<file path="src/rtl/mc_ctr_pkg.sv">
// mc_ctr_pkg: shared state/class enums, MIPS opcode/funct constants and control encodings for mc_ctr
package mc_ctr_pkg;

    typedef enum logic [2:0] {S_IF, S_ID, S_EXE, S_MEM, S_WB, S_HALT} state_t;

    typedef enum logic [3:0] {
        C_ADDU, C_SUBU, C_ORI, C_LW, C_SW, C_BEQ, C_LUI, C_J, C_JAL, C_ILL
    } cls_t;

    localparam logic [5:0] OP_RTYPE = 6'h00;
    localparam logic [5:0] OP_J     = 6'h02;
    localparam logic [5:0] OP_JAL   = 6'h03;
    localparam logic [5:0] OP_BEQ   = 6'h04;
    localparam logic [5:0] OP_ORI   = 6'h0d;
    localparam logic [5:0] OP_LUI   = 6'h0f;
    localparam logic [5:0] OP_LW    = 6'h23;
    localparam logic [5:0] OP_SW    = 6'h2b;
    localparam logic [5:0] FN_ADDU  = 6'h21;
    localparam logic [5:0] FN_SUBU  = 6'h23;

    localparam logic [1:0] ALU_ADD = 2'd0;
    localparam logic [1:0] ALU_SUB = 2'd1;
    localparam logic [1:0] ALU_OR  = 2'd2;
    localparam logic [1:0] ALU_LUI = 2'd3;

    localparam logic [1:0] NPC_PC4 = 2'd0;
    localparam logic [1:0] NPC_BR  = 2'd1;
    localparam logic [1:0] NPC_J   = 2'd2;

    localparam logic [1:0] DST_RT = 2'd0;
    localparam logic [1:0] DST_RD = 2'd1;
    localparam logic [1:0] DST_31 = 2'd2;

    localparam logic [1:0] M2R_ALU = 2'd0;
    localparam logic [1:0] M2R_MEM = 2'd1;
    localparam logic [1:0] M2R_PC4 = 2'd2;

    typedef struct packed {
        logic       pcwr;
        logic       irwr;
        logic [1:0] npc_sel;
        logic       regwr;
        logic [1:0] regdst;
        logic [1:0] memtoreg;
        logic       extop;
        logic       alusrc;
        logic [1:0] alu;
        logic       memrd;
        logic       memwr;
        logic       iord;
    } ctl_t;

endpackage

</file>
<file path="src/rtl/mc_ctr_dec.sv">
// mc_ctr_dec: combinational opcode/funct to instruction-class decoder
module mc_ctr_dec
    import mc_ctr_pkg::*;
(
    input  logic [5:0] opcode,
    input  logic [5:0] funct,
    output cls_t       cls
);

    always_comb begin
        cls = C_ILL;
        case (opcode)
            OP_RTYPE: cls = funct == FN_ADDU ? C_ADDU : funct == FN_SUBU ? C_SUBU : C_ILL;
            OP_ORI:   cls = C_ORI;
            OP_LW:    cls = C_LW;
            OP_SW:    cls = C_SW;
            OP_BEQ:   cls = C_BEQ;
            OP_LUI:   cls = C_LUI;
            OP_J:     cls = C_J;
            OP_JAL:   cls = C_JAL;
            default:  cls = C_ILL;
        endcase
    end

endmodule

</file>
<file path="src/rtl/mc_ctr.sv">
// mc_ctr: multi-cycle MIPS control FSM with memory-ready handshake, timeout and illegal-opcode traps.
// Define MC_CTR_PERF_EN to add the cyc_cnt/ins_cnt performance counters.
module mc_ctr
    import mc_ctr_pkg::*;
#(
    parameter int ALUCTR_W = 2,
    parameter int MEM_WAIT = 1,
    parameter int TIMEOUT  = 16
) (
    input  logic                clk,
    input  logic                reset,
    input  logic [5:0]          opcode,
    input  logic [5:0]          funct,
    input  logic                zero,
    input  logic                mem_ready,
    output logic                pcwr,
    output logic                irwr,
    output logic [1:0]          npc_sel,
    output logic                regwr,
    output logic [1:0]          regdst,
    output logic [1:0]          memtoreg,
    output logic                extop,
    output logic                alusrc,
    output logic [ALUCTR_W-1:0] aluctr,
    output logic                memrd,
    output logic                memwr,
    output logic                iord,
    output logic                err_ill,
`ifdef MC_CTR_PERF_EN
    output logic [31:0]         cyc_cnt,
    output logic [31:0]         ins_cnt,
`endif
    output logic                err_tmo
);

    localparam int TW = $clog2(TIMEOUT + 2);

    state_t        state, state_n;
    cls_t          cls_q, cls_d;
    ctl_t          ctl;
    logic [TW-1:0] tmo_cnt;
    logic          mem_ok, waiting, tmo_hit;

    mc_ctr_dec u_dec (.opcode(opcode), .funct(funct), .cls(cls_d));

    assign mem_ok  = MEM_WAIT == 0 || mem_ready;
    assign waiting = (state == S_IF || state == S_MEM) && !mem_ok;
    // mem_ready on the limit cycle wins because waiting is already false then
    assign tmo_hit = TIMEOUT != 0 && waiting && (32'(tmo_cnt) + 1 == TIMEOUT);

    always_ff @(posedge clk or posedge reset) begin
        if (reset) begin
            state   <= S_IF;
            cls_q   <= C_ADDU;
            tmo_cnt <= '0;
            err_ill <= 1'b0;
            err_tmo <= 1'b0;
        end else begin
            state   <= state_n;
            if (state == S_ID)
                cls_q <= cls_d;
            tmo_cnt <= state_n != state ? '0 : (waiting && TIMEOUT != 0) ? tmo_cnt + 1'b1 : tmo_cnt;
            err_ill <= err_ill | (state == S_ID && cls_d == C_ILL);
            err_tmo <= err_tmo | tmo_hit;
        end
    end

    always_comb begin
        state_n = state;
        ctl     = '0;
        case (state)
            S_IF: begin
                ctl.memrd = 1'b1;
                if (mem_ok) begin
                    ctl.irwr    = 1'b1;
                    ctl.pcwr    = 1'b1;
                    ctl.npc_sel = NPC_PC4;
                    state_n     = S_ID;
                end else if (tmo_hit) begin
                    state_n = S_HALT;
                end
            end
            // jumps resolve here from the live decode, before the class register updates
            S_ID: begin
                case (cls_d)
                    C_J, C_JAL: begin
                        ctl.pcwr    = 1'b1;
                        ctl.npc_sel = NPC_J;
                        state_n     = S_IF;
                        if (cls_d == C_JAL) begin
                            ctl.regwr    = 1'b1;
                            ctl.regdst   = DST_31;
                            ctl.memtoreg = M2R_PC4;
                        end
                    end
                    C_ILL:   state_n = S_HALT;
                    default: state_n = S_EXE;
                endcase
            end
            S_EXE: begin
                ctl.alusrc = cls_q inside {C_ORI, C_LUI, C_LW, C_SW};
                ctl.extop  = cls_q inside {C_LW, C_SW};
                ctl.alu    = cls_q inside {C_SUBU, C_BEQ} ? ALU_SUB :
                             cls_q == C_ORI ? ALU_OR : cls_q == C_LUI ? ALU_LUI : ALU_ADD;
                if (cls_q == C_BEQ) begin
                    ctl.npc_sel = NPC_BR;
                    ctl.pcwr    = zero;
                end
                state_n = cls_q == C_BEQ ? S_IF : cls_q inside {C_LW, C_SW} ? S_MEM : S_WB;
            end
            S_MEM: begin
                ctl.iord  = 1'b1;
                ctl.memrd = cls_q == C_LW;
                ctl.memwr = cls_q == C_SW;
                if (mem_ok)
                    state_n = cls_q == C_LW ? S_WB : S_IF;
                else if (tmo_hit)
                    state_n = S_HALT;
            end
            S_WB: begin
                ctl.regwr    = 1'b1;
                ctl.regdst   = cls_q inside {C_ADDU, C_SUBU} ? DST_RD : DST_RT;
                ctl.memtoreg = cls_q == C_LW ? M2R_MEM : M2R_ALU;
                state_n      = S_IF;
            end
            default: state_n = S_HALT;
        endcase
        if (reset)
            ctl = '0;
    end

    assign pcwr     = ctl.pcwr;
    assign irwr     = ctl.irwr;
    assign npc_sel  = ctl.npc_sel;
    assign regwr    = ctl.regwr;
    assign regdst   = ctl.regdst;
    assign memtoreg = ctl.memtoreg;
    assign extop    = ctl.extop;
    assign alusrc   = ctl.alusrc;
    assign aluctr   = ALUCTR_W'(ctl.alu);
    assign memrd    = ctl.memrd;
    assign memwr    = ctl.memwr;
    assign iord     = ctl.iord;

`ifdef MC_CTR_PERF_EN
    always_ff @(posedge clk or posedge reset) begin
        if (reset) begin
            cyc_cnt <= '0;
            ins_cnt <= '0;
        end else begin
            if (state != S_HALT)
                cyc_cnt <= cyc_cnt + 32'd1;
            if (state_n == S_IF && state != S_IF)
                ins_cnt <= ins_cnt + 32'd1;
        end
    end
`endif

endmodule
</file>
<file path="config.mk">
export PLATFORM = sky130hd
export DESIGN_NAME = mc_ctr
export DESIGN_NICKNAME = d
export VERILOG_FILES = /design/src/rtl/mc_ctr_pkg.sv /design/src/rtl/mc_ctr_dec.sv /design/src/rtl/mc_ctr.sv
export SDC_FILE = /design/constraint.sdc
export NUM_CORES = 1
export LEC_CHECK = 0
export CORE_MARGIN = 4
export CORE_UTILIZATION = 40
export CTS_CLUSTER_SIZE = 24
export DETAILED_ROUTE_END_ITERATION = 7
export GPL_TIMING_DRIVEN = 0
export PLACE_DENSITY = 0.76
export SLEW_MARGIN = 20
export SYNTH_ARGS = -nofsm -noshare
export SYNTH_HDL_FRONTEND = slang
export SYNTH_HIERARCHICAL = 1
export SYNTH_SLANG_ARGS = --single-unit
</file>
<file path="constraint.sdc">
create_clock -name clk -period 4.4 [get_ports clk]
set_input_delay 0.66 -clock clk [delete_from_list [all_inputs] [get_ports clk]]
set_output_delay 0.66 -clock clk [all_outputs]
set_load 0.01 [all_outputs]
</file>
==> impl_metrics.ini <==
[run_status]
status = complete, no violations

[logic_synthesis]
synthTopCellsByCount = nand2_1, dfrtp_1, nor2_1
syn_area_sq_mm = 0.00137
syn_avg_cell_area_sq_um = 7.90
ys_ff_latch = 14
syn_nets = 192
synth_warnings = 6
synthFlopType = dfrtp_1
synth_enable_flop_cells = 0
async_flop_share = 1.00
netlist.area_leader.share = 0.255
netlist-cell-type-count = 56
synth_top_area_cell = dfrtp_1
netlist_instances = 174
yosysMostFrequentCell = nand2_1
ys_seq_area_frac = 0.255
synth_area_leaders = dfrtp_1, nand2_1, nand3_1

[worst_setup_path]
cp.arrival_ps = 3460
crit_path_max_incr_delay_ps = 580
rr_worst_depth = 6
crit_required_ps = 3740
path_cells = clkdlybuf4s50_1 -> or4_4 -> nor3_2 -> nand2_1 -> o211ai_1 -> or3b_1 -> nor2_1 -> o21ai_0 -> and3_1 -> nor4_1 -> dlygate4sd2_1
start_kind = input port
end_kind = primary output
cp_max_fo = 6
critical_path_class = in -> out
slowest_stage = or4_4

[routing]
antenna_left = 0
dr.pass1.iters = 4
routed_via_density = 5.59
route.detailed.drc = 0
wl_microns = 3270
dr_total_vias = 1408
wl_per_cell_microns = 13.0
dr.first_iter.drc_count = 57

[clock_network]
clock_path_buffers = 2
clk_pin_slew_worst_paths_ps = 80
cts_root_buffer = clkbuf_4
hold_buffers = 0
cts_tree = done
cts_buffers = 3
h-tree-depth = 1
post_cts_buffers = 0
clk_latency_ps = 270
cts.sinks = 14

[floorplanning]
die_y_microns = 66.6
die_w_microns = 66.6
core_area_sq_mm = 0.00334
dieArea_sq_mm = 0.00444
start_util = 0.412
ios = 34
row_count = 21

[run]
drv_cap = 0

[timing]
period_needed_ps = 4120
fin_crit_sh = 0.936
slew_viol_final = 0
grt_setup_unrepaired = false
final-setup-viol-count = 0
max_freq_mhz = 243
worst_pin_slew_ps = 743
final.setup.tns_ps = 0
hold_viol = 0
fin_skew_ps = 2.92
slew_headroom = 0.497

[placed_design]
gp_congestion = 0.921
portBuffers = 28
place_area_sq_mm = 0.00171
dp_hpwl_microns = 2560

[global_route]
antenna_found_initial = 0
grt_pass1_vias = 1287
grt_pass1_wl_microns = 5630
grt_use_total = 0.160
gr-total-overflow = 0
grt_start_max_net_pins = 15

[hold_path]
whs_path_depth = 1
hold_class = reg -> reg

[layout]
fin_nets = 225
drive_gt1_frac = 0.131
syn2layout_area_growth_pct = 27.7
fillers = 347
antenna_cells = 0
final_area_sq_mm = 0.00175

[power_and_ir_drop]
p_leak_nw = 0.677
peakVddDrop_mv = 0.0750
powerDensity_mw_per_mm2 = 147
cell families after synthesis:
logic type,Yosys count,synth area share
simple gates,103,0.444
mux,2,0.0146
fa+ha+maj,2,0.0182
xor+xnor,7,0.0446
buf+inv,18,0.0710
compound gates,28,0.153
flops,14,0.255
layout make-up:
class,count,area (sq um),area share
Multi-Input combinational cell,142,931,0.531
Sequential cell,14,350,0.200
Timing Repair Buffer,28,282,0.160
Buffer,14,82.6,0.0471
Tap cell,46,57.6,0.0328
Clock buffer,4,36.3,0.0207
Inverter,4,15.0,0.00856
sequential cells by signal, indices dropped and copies added (netlist names):
signal	flops
err_tmo	1
cls_q	4
state	3
tmo_cnt	5
err_ill	1
timing repair:
item,4_1_cts,5_1_grt
gates resized for setup,1,2
gates cloned,0,0
endpoints found under the setup margin,1,2
routing by layer:
layer | up-vias | GRT usage | wire (microns)
met4 | 0 | 0.0711 | 82
met5 | - | 0 | 0
met3 | 8 | 0.0169 | 177
met1 | 645 | 0.218 | 1570
met2 | 45 | 0.251 | 1440
li1 | 710 | - | -
worst paths after layout:
kind / from / slack [ps] / end
max: opcode[4] / 280 / pcwr
min: err_tmo / 480 / err_tmo
max reg2reg: state[1] / 2450 / tmo_cnt[2]
min reg2reg: err_tmo / 480 / err_tmo
max in group asynchronous: reset / 3450 / tmo_cnt[0]
min in group asynchronous: reset / 610 / cls_q[3]
worst max-delay path, delay by kind of cell:
| family | cells | cell delay (ps) |
|---|---|---|
| AOI/OAI and AO/OA | 2 | 260 |
| and+or+nand+nor | 7 | 1720 |
| buffers and inverters | 2 | 800 |
metrics by stage:
stage                      util  hold WS [ps]  instances  worst slack (ps)  power [mW]
final                     0.526           482        252               281       0.258
after global routing      0.526           522        252              57.4       0.272
after CTS                 0.523           490        252               150       0.258
after detailed placement  0.513           468        248             -20.8       0.168
after global placement    0.513           451        248              4.13       0.167
after floorplan               -           504        174              1050       0.154
placed cells by master, fill, tap and decap left out, types with 3 or more instances in the layout:
master and instances:
a31oi_1 4, nand3_1 9, buf_2 8, xor2_1 3, clkbuf_4 3, nand2_1 26
a211oi_1 3, o21ai_1 3, o21ai_0 3, inv_1 4, nor3_1 8, clkdlybuf4s50_1 26
nand2b_1 6, xnor2_1 4, nor4_1 7, nand4_1 3, and3_1 3, nor2_1 11
dfrtp_1 14, a21oi_1 3, nor4b_1 4
power breakdown:
group          leakage (nW)  internal, mW  switching [mW]
Clock                0.0210        0.0503          0.0415
Sequential            0.164         0.129               0
Combinational         0.492        0.0181          0.0193
Total                 0.677         0.197          0.0608
Note: power is estimated with default switching activity, not from simulation.
